### config.mk
export PLATFORM = sky130hd
export DESIGN_NAME = bcd_counter_3digits
export DESIGN_NICKNAME = d
export VERILOG_FILES = /design/src/rtl/bcd_counter_3digits.sv
export SDC_FILE = /design/constraint.sdc
export NUM_CORES = 1
export LEC_CHECK = 0
export CORE_MARGIN = 10
export CORE_UTILIZATION = 50
export CTS_CLUSTER_DIAMETER = 40
export DETAILED_ROUTE_END_ITERATION = 8
export GPL_ROUTABILITY_DRIVEN = 0
export PLACE_DENSITY_LB_ADDON = 0.08
export SYNTH_ARGS = -nofsm -noshare
export SYNTH_HDL_FRONTEND = slang
export SYNTH_SLANG_ARGS = --single-unit
export TNS_END_PERCENT = 10
### constraint.sdc
create_clock -name ck -period 2.75 [get_ports ck]
set_clock_uncertainty 0.1 [all_clocks]
set_input_delay 0.55 -clock ck [delete_from_list [all_inputs] [get_ports ck]]
set_output_delay 0.55 -clock ck [all_outputs]
set_load 0.05 [all_outputs]
### src/rtl/bcd_counter_3digits.sv
// Three-digit BCD up-counter with latched seven-segment displays.
// The count increments in decimal when enabled and wraps 999 -> 000 in one
// step. A separate bank of display registers snapshots the post-edge count
// whenever ld is high, and each display register is decoded combinationally
// to an active-low seven-segment code (bit6=g ... bit0=a).
module bcd_counter_3digits (
    input  logic       ck,
    input  logic       rst_s,
    input  logic       ld,
    input  logic       enb,
    output logic [6:0] sgm0,
    output logic [6:0] sgm1,
    output logic [6:0] sgm2,
    output logic       cnt_9
);

    // Digit index 0 = units, 1 = tens, 2 = hundreds.
    logic [2:0][3:0] cnt_q;
    logic [2:0][3:0] cnt_d;
    logic [2:0][3:0] disp_q;
    logic [2:0][3:0] disp_d;
    logic [2:0][6:0] seg_w;
    logic            carry;

    // Active-low segment decode; anything outside 0-9 blanks the digit.
    function automatic logic [6:0] seg_decode(input logic [3:0] d);
        logic [6:0] s;
        case (d)
            4'd0:    s = 7'h40;
            4'd1:    s = 7'h79;
            4'd2:    s = 7'h24;
            4'd3:    s = 7'h30;
            4'd4:    s = 7'h19;
            4'd5:    s = 7'h12;
            4'd6:    s = 7'h02;
            4'd7:    s = 7'h78;
            4'd8:    s = 7'h00;
            4'd9:    s = 7'h10;
            default: s = 7'h7F;
        endcase
        return s;
    endfunction

    // Ripple decimal increment across the digits and select the display load value.
    always_comb begin
        cnt_d = cnt_q;
        carry = enb;
        for (int i = 0; i < 3; i++) begin
            if (cnt_q[i] > 4'd9) begin
                // Scrub an illegal digit so the count can never stay non-BCD.
                cnt_d[i] = 4'd0;
            end else if (carry) begin
                if (cnt_q[i] == 4'd9) begin
                    cnt_d[i] = 4'd0;
                end else begin
                    cnt_d[i] = cnt_q[i] + 4'd1;
                    carry    = 1'b0;
                end
            end
        end
        // Displays take the value being written to the count on this edge.
        disp_d = ld ? cnt_d : disp_q;
    end

    // State registers; reset has priority over enable and latch.
    always_ff @(posedge ck) begin
        if (!rst_s) begin
            cnt_q  <= '0;
            disp_q <= '0;
        end else begin
            cnt_q  <= cnt_d;
            disp_q <= disp_d;
        end
    end

    // One decoder per display digit; forced to "0" while reset is held.
    for (genvar gi = 0; gi < 3; gi++) begin : g_seg
        assign seg_w[gi] = rst_s ? seg_decode(disp_q[gi]) : 7'h40;
    end

    assign sgm0  = seg_w[0];
    assign sgm1  = seg_w[1];
    assign sgm2  = seg_w[2];

    // Terminal count: asserted in the cycle before an enabled wrap.
    assign cnt_9 = rst_s & enb & (cnt_q == 12'h999);

endmodule

### Word-level counts from Yosys, hierarchy flattened

Memory sizes are Yosys's and may differ from the RTL's. A register that Yosys moved wholly into a read port is not among the register bits.
Cells that the tools add are included.

| cells by class | value |
|---|---|
| $add $sub $neg | 3 |
| multipliers | 0 |
| divide/modulo/power cells | 0 |
| order comparisons | 3 |
| equal/unequal tests | 4 |
| shift-type cells | 0 |
| muxes and demuxes | 24 |
| bitwise logic cells | 2 |
| reduce and logical (&&, ||, !) cells | 0 |

Operators with widths:

| cell | count |
|---|---|
| 4-bit 2-to-1 mux | 15 |
| 7-bit 2-to-1 mux | 3 |
| 4-bit by 1-bit adder with 4-bit output (second input constant) | 3 |
| 12-bit equality test (second input constant) | 1 |
| 4-bit equality test (second input constant) | 3 |
| 4-bit greater-than comparator (second input constant) | 3 |
| 1-bit 2-to-1 mux | 6 |
| 1-bit AND | 2 |

| storage, ports and cells | value |
|---|---|
| flip-flop bits (word level) | 24 |
| bits in latches | 0 |
| bits in writable memories | 0 |
| bits in read-only memories | 336 |
| bits of input ports | 4 |
| output and inout port bits | 22 |
| logic and storage cells | 45 |
| memories kept | 3 |

Memories:

| name | words | width | rd ports | clocked after Yosys merged registers in | write ports | line | RTL |
|---|---|---|---|---|---|---|---|
| (name not given) | 16 | 7 | 1 | 1 | 0 | 28 | `case (d)` |
| (name not given) | 16 | 7 | 1 | 1 | 0 | 28 |  |
| (name not given) | 16 | 7 | 1 | 1 | 0 | 28 |  |

### Longest topological paths before layout

| logic depth | value |
|---|---|
| depth after elaboration | 10 |
| mapped depth | 10 |
| mapped depth without buffers | 10 |

### Least setup slack after synthesis

Ideal clock, no wire load.

| path | value |
|---|---|
| kind | input-to-output |
| start point | input port rst_s |
| end point | output port cnt_9 |
| data arrival time | 2.572 ns |
| data required time | 2.100 ns |
| setup slack | -0.472 ns |
| cell stages on the path | 4 |
| buffers on the path | 2 |
| path through | clkbuf_1 -> buf_2 -> nand3_1 -> nor4_1 |

| on the way | value |
|---|---|
| longest elaborated chain between the ends | 2 |

Ends and longest elaborated chain:

| item | line | RTL |
|---|---|---|
| start: declaration | 8 | `input logic rst_s,` |
| 1-bit AND (2 in a row) | 86 | `assign cnt_9 = rst_s & enb & (cnt_q == 12'h999);` |
| end: declaration | 14 | `output logic cnt_9` |

No other way between the ends.

==> metrics.md <==
| Metric | Value |
|---|---|
| DR vias/cell | 5.24 |
| Die X | 88.2 um |
| Status | complete, no violations |
| Max Cap Viol | 0 |
| GRT Overall Usage | 0.129 |
| CTS sink cnt | 45 |
| Critical Path Start Type | flip-flop |
| P_leak | 1.46 nW |
| Final hold vios | 0 |
| Maximum fanout along the worst path | 6 |
| RSZ-0062 raised after global routing | no |
| Final wirelength | 4840 um |
| Total CTS buffers | 5 |
| Crit path kind | reg2reg |
| Critical Path AT | 2710 ps |
| Vias in the first global route | 1864 |
| Hold_sp | disp_q[8]$_SDFFE_PN0P_ |
| Yosys reg bits | 45 |
| Top post-synthesis cells by count | dfxtp_1 (45), and2_1 (23), inv_1 (20), a21oi_1 (19), nand2_1 (17) |
| CTS H-tree depth | 2 |
| TNS Setup | 0 ps |
| Die area | 7790 um2 |
| # DRC | 0 |
| Yosys warns | 0 |
| Fin worst setup slack | 122 ps |
| Drt first pass iters | 4 |
| Ratio of cells with drive above 1 in the final layout | 0.271 |
| Hold Path Sink | disp_q[8]$_SDFFE_PN0P_ |
| Initial antenna violation count | 0 |
| Clock Path Buffers | 2 |
| FF-to-FF path depth | 10 |
| Ranking of synthesized cells by area | dfxtp_1 (39%), ha_1 (8.6%), and2_1 (6.2%) |
| Worst r2r src | cnt_q[0]$_SDFF_PN0_ |
| Slew at the pin closest to its max-slew limit | 523 ps |
| Worst vdd ir | 462 uV |
| Final worst path period need | 2630 ps |
| CTS Hold Buffers Added | 0 |
| Final setup fails | 0 |
| Hpwl dp | 3630 um |
| # rows | 24 |
| Nets | 336 |
| Initial Util | 0.524 |
| # diodes | 0 |
| Synth area leader | dfxtp_1 |
| Main synth FF type | dfxtp_1 |
| Syn_nets | 279 |
| Worst Setup End Kind | flip-flop |
| Maximum clock frequency | 381 MHz |
| Syn Std Cell Area | 2330 um2 |
| Worst Hold Depth | 1 |
| Largest net degree at the start of global routing | 38 |
| Pre-CTS WS | -436 ps |
| Global-route wire length before repair | 8190 um |
| Cell variety after synth | 57 |
| Area Overhead vs Synth | 38.6% |
| Critical path required time | 2830 ps |
| CTS clk-pin slew, worst paths | 80 ps |
| Fin Hold WS | 388 ps |
| Post-route ant nets | 0 |
| Total power | 1.40 mW |
| Vias after detailed routing | 1932 |
| Async set-or-reset flop fraction in the synthesized netlist | 0 |
| Most numerous cell in the Yosys netlist | dfxtp_1 |
| Synthesized area per cell | 8.99 um2 |
| Routed WL per cell | 13.1 um |
| CTS tree | done |
| Share of the yosys chip area belonging to registers | 0.387 |
| Post-synth EDFFs | 0 |
| Post-synth top area share | 0.387 |
| Slew Limit Fails | 0 |
| Core area | 4440 um2 |
| Fin crit share | 0.956 |
| Syn Inst Count | 259 |
| Root buf cell | clkbuf_8 |
| # IOs | 26 |
| Power Density | 435 nW/um2 |
| R2R setup slack | 120 ps |
| Port-buffer cells | 25 |
| Chip height | 88.2 um |
| Worst skew pair latency | 300 ps |
| GR Overflow Total | 0 |
| Hold Crit Class | reg2reg |
| Slew headroom | 0.650 |
| Number of DRC markers in iteration 0 | 111 |
==> worst max-delay path, cell delays in order, from the launching register on <==
cell	delay (ps)
dfxtp_1	370
o311a_4	400
buf_4	140
and2_4	130
xnor2_1	200
o21ai_2	100
buf_4	150
ha_1	200
or4_4	530
o211ai_1	110
a21oi_1	80
==> final cells by class <==
type	instances	area, um2
sequential	45	901
clock buffer	6	82.6
fill	326	1220
clock inverter	2	37.5
tap	52	65.1
timing repair buffer	60	736
inverter	21	80.1
multi-input combinational	183	1330
==> worst max-delay path by stage <==
stage                                   start   endpoint  slack [ps]  cells past startpoint
after floorplan                         rst_s  flip-flop         -90                      9
after global placement                    enb  flip-flop        -380                     11
after detailed placement                  enb  flip-flop        -440                     11
after CTS                                 enb  flip-flop           5                     11
after global routing      cnt_q[0]$_SDFF_PN0_  flip-flop           6                     10
final                     cnt_q[0]$_SDFF_PN0_  flip-flop         120                     10
==> cell families (layout without fill, tap and decap cells) <==
family | Yosys count | count (layout) | share of synthesized area
mux | 7 | 7 | 0.0322
simple gates | 94 | 94 | 0.228
xor+xnor | 7 | 7 | 0.0296
flops | 45 | 45 | 0.387
fa+ha+maj | 16 | 16 | 0.0860
buf+inv | 31 | 89 | 0.0553
compound gates | 59 | 59 | 0.182
==> cells in the final DEF, fill, tap and decap left out, drive strengths merged, types with 4 or more instances in the layout <==
cell,count
clkbuf,6
nor2b,6
nor2,16
inv,20
nand2,17
nand2b,7
o21a,4
buf,57
o21ai,9
dfxtp,45
nand3,4
and3,5
xnor2,5
mux2i,6
and2,24
ha,16
a21oi,19
==> per-layer routing <==
| metal | up-vias | track usage | part of all wire |
|---|---|---|---|
| met5 | - | 0 | 0 |
| met4 | 0 | 0.0441 | 0.013 |
| met3 | 6 | 0.0368 | 0.046 |
| met2 | 31 | 0.214 | 0.47 |
| met1 | 891 | 0.156 | 0.48 |
| li1 | 1004 | - | - |
==> power breakdown <==
group          total [mW]  switching (mW)  internal (mW)
combinational       0.202           0.111         0.0917
clock               0.518           0.223          0.295
sequential          0.683         0.00685          0.676
==> per-stage QoR <==
stage | utilization | instances | instance area, um2
2_1_floorplan | - | 259 | 2330
3_3_place_gp | 0.691 | 359 | 3070
3_5_place_dp | 0.691 | 359 | 3070
4_1_cts | 0.722 | 368 | 3210
5_1_grt | 0.726 | 369 | 3230
6_report | 0.726 | 369 | 3230
==> timing repair <==
action | 4_1_cts | 5_1_grt
pin swaps | 4 | 5
setup buffers | 1 | 1
setup endpoints to repair | 5 | 5
endpoints found under the hold margin | 0 | 0
gates resized for setup | 4 | 4
(Power assumes the default switching activity.)
==> patch (same settings) <==
Put a register stage on the outputs `sgm0`, `sgm1`, `sgm2` and `cnt_9`. The values now appear one clock later.
--- a/src/rtl/bcd_counter_3digits.sv
+++ b/src/rtl/bcd_counter_3digits.sv
@@ -79,10 +79,12 @@
     end
 
-    assign sgm0  = seg_w[0];
-    assign sgm1  = seg_w[1];
-    assign sgm2  = seg_w[2];
 
     // Terminal count: asserted in the cycle before an enabled wrap.
-    assign cnt_9 = rst_s & enb & (cnt_q == 12'h999);
+    always_ff @(posedge ck) begin
+        sgm0  <= seg_w[0];
+        sgm1  <= seg_w[1];
+        sgm2  <= seg_w[2];
+        cnt_9 <= rst_s & enb & (cnt_q == 12'h999);
+    end
 
 endmodule
Behaviour: not the same (a bounded check fails within 4 cycles, from zero or initial values and one cycle with rst_s low).
==> patch against the original RTL <==
  * Worst setup slack better by 0.56 ns
  * Total power fell by 4.6%
  * Highest routed layer unchanged
  * Synthesized area fell by 7.4%
  * Routed wire length down 21%
  * Cell area shrank 21%
  * Hold slack better by 0.036 ns
  * Via count fell by 18%
  * Sequential cell count rose by 1
==> patch: results (changes against the original RTL) <==
Syn Nets=259 (-7.2%); Seq/total area=0.363 (+0.0839); Seq cells post-synth=46 (+2.2%); Critical Path Source=sgm2[3]; synth unique cells=37 (-35%); wire per inst=12.4 um (-5.8%); vias per cell=5.07 (-3.1%); multi-input combinational area share=0.453 (+0.0423); Peak VDD IR=0.318 mV (-31%); buffers outside the clock class=27 (-55%); Top delay family on crit path=buffers and inverters; worst path arrival time=1.42 ns (-1.29 ns); DP Worst Slack=0.547 ns (+0.982 ns); final-stage net count=280 (-17%); sequential share of the synthesized area=0.427 (+0.0400); slowest stage delay, CP=0.80 ns (+0.27 ns); Worst Hold Launch=cnt_q[4]; FILL cells=410 (+26%); complex-gate fraction of the synthesized area=0.146 (-0.0360); outcome=finished clean; xor/xnor share of the synthesized area=0.0325 (+0.00293); Setup Buffers After CTS=0 (-1); Crit-path slowest cell=clkdlybuf4s50_1; share of layout cells above drive strength 1=0.0651 (-0.206); Static Leak=0.976 nW (-33%); initial drt markers=59 (-47%); vias in the first global route=1567 (-16%); GR Util All Layers=0.114 (-0.0152); clk tree area frac=0.0444 (+0.00717); Synth area leaders=dfxtp_1 43%, ha_1 8.7%, nand2b_1 4.9%; max_slew headroom=0.584 (-0.0659); fin crit period=2.07 ns (-0.559 ns); largest net degree at the start of global routing=24 (-37%); post-cts repair resize count=0 (-4)
patch: cell families (layout without fill, tap and decap cells):
group | Yosys count | count (layout)
compound gates | 49 | 49
buf+inv | 20 | 41
flops | 46 | 46
mux | 2 | 2
simple gates | 100 | 100
fa+ha+maj | 15 | 15
xor+xnor | 8 | 8
patch: layer usage:
layer  global-route usage  routed length (um)
met2                0.184                1760
met3               0.0482                 207
met4               0.0404                  44
met1                0.131                1830
met5                    0                   0
patch: stage by stage:
step / instance area (um^2) / cells / hold slack, ns / utilization / power, mW
CTS: 2540 / 311 / 0.426 / 0.621 / 1.36
global route: 2540 / 311 / 0.447 / 0.621 / 1.40
floorplan: 2160 / 240 / 0.370 / - / 0.807
finish: 2540 / 311 / 0.423 / 0.621 / 1.34
global placement: 2420 / 304 / 0.419 / 0.593 / 0.844
detailed placement: 2420 / 304 / 0.404 / 0.593 / 0.846
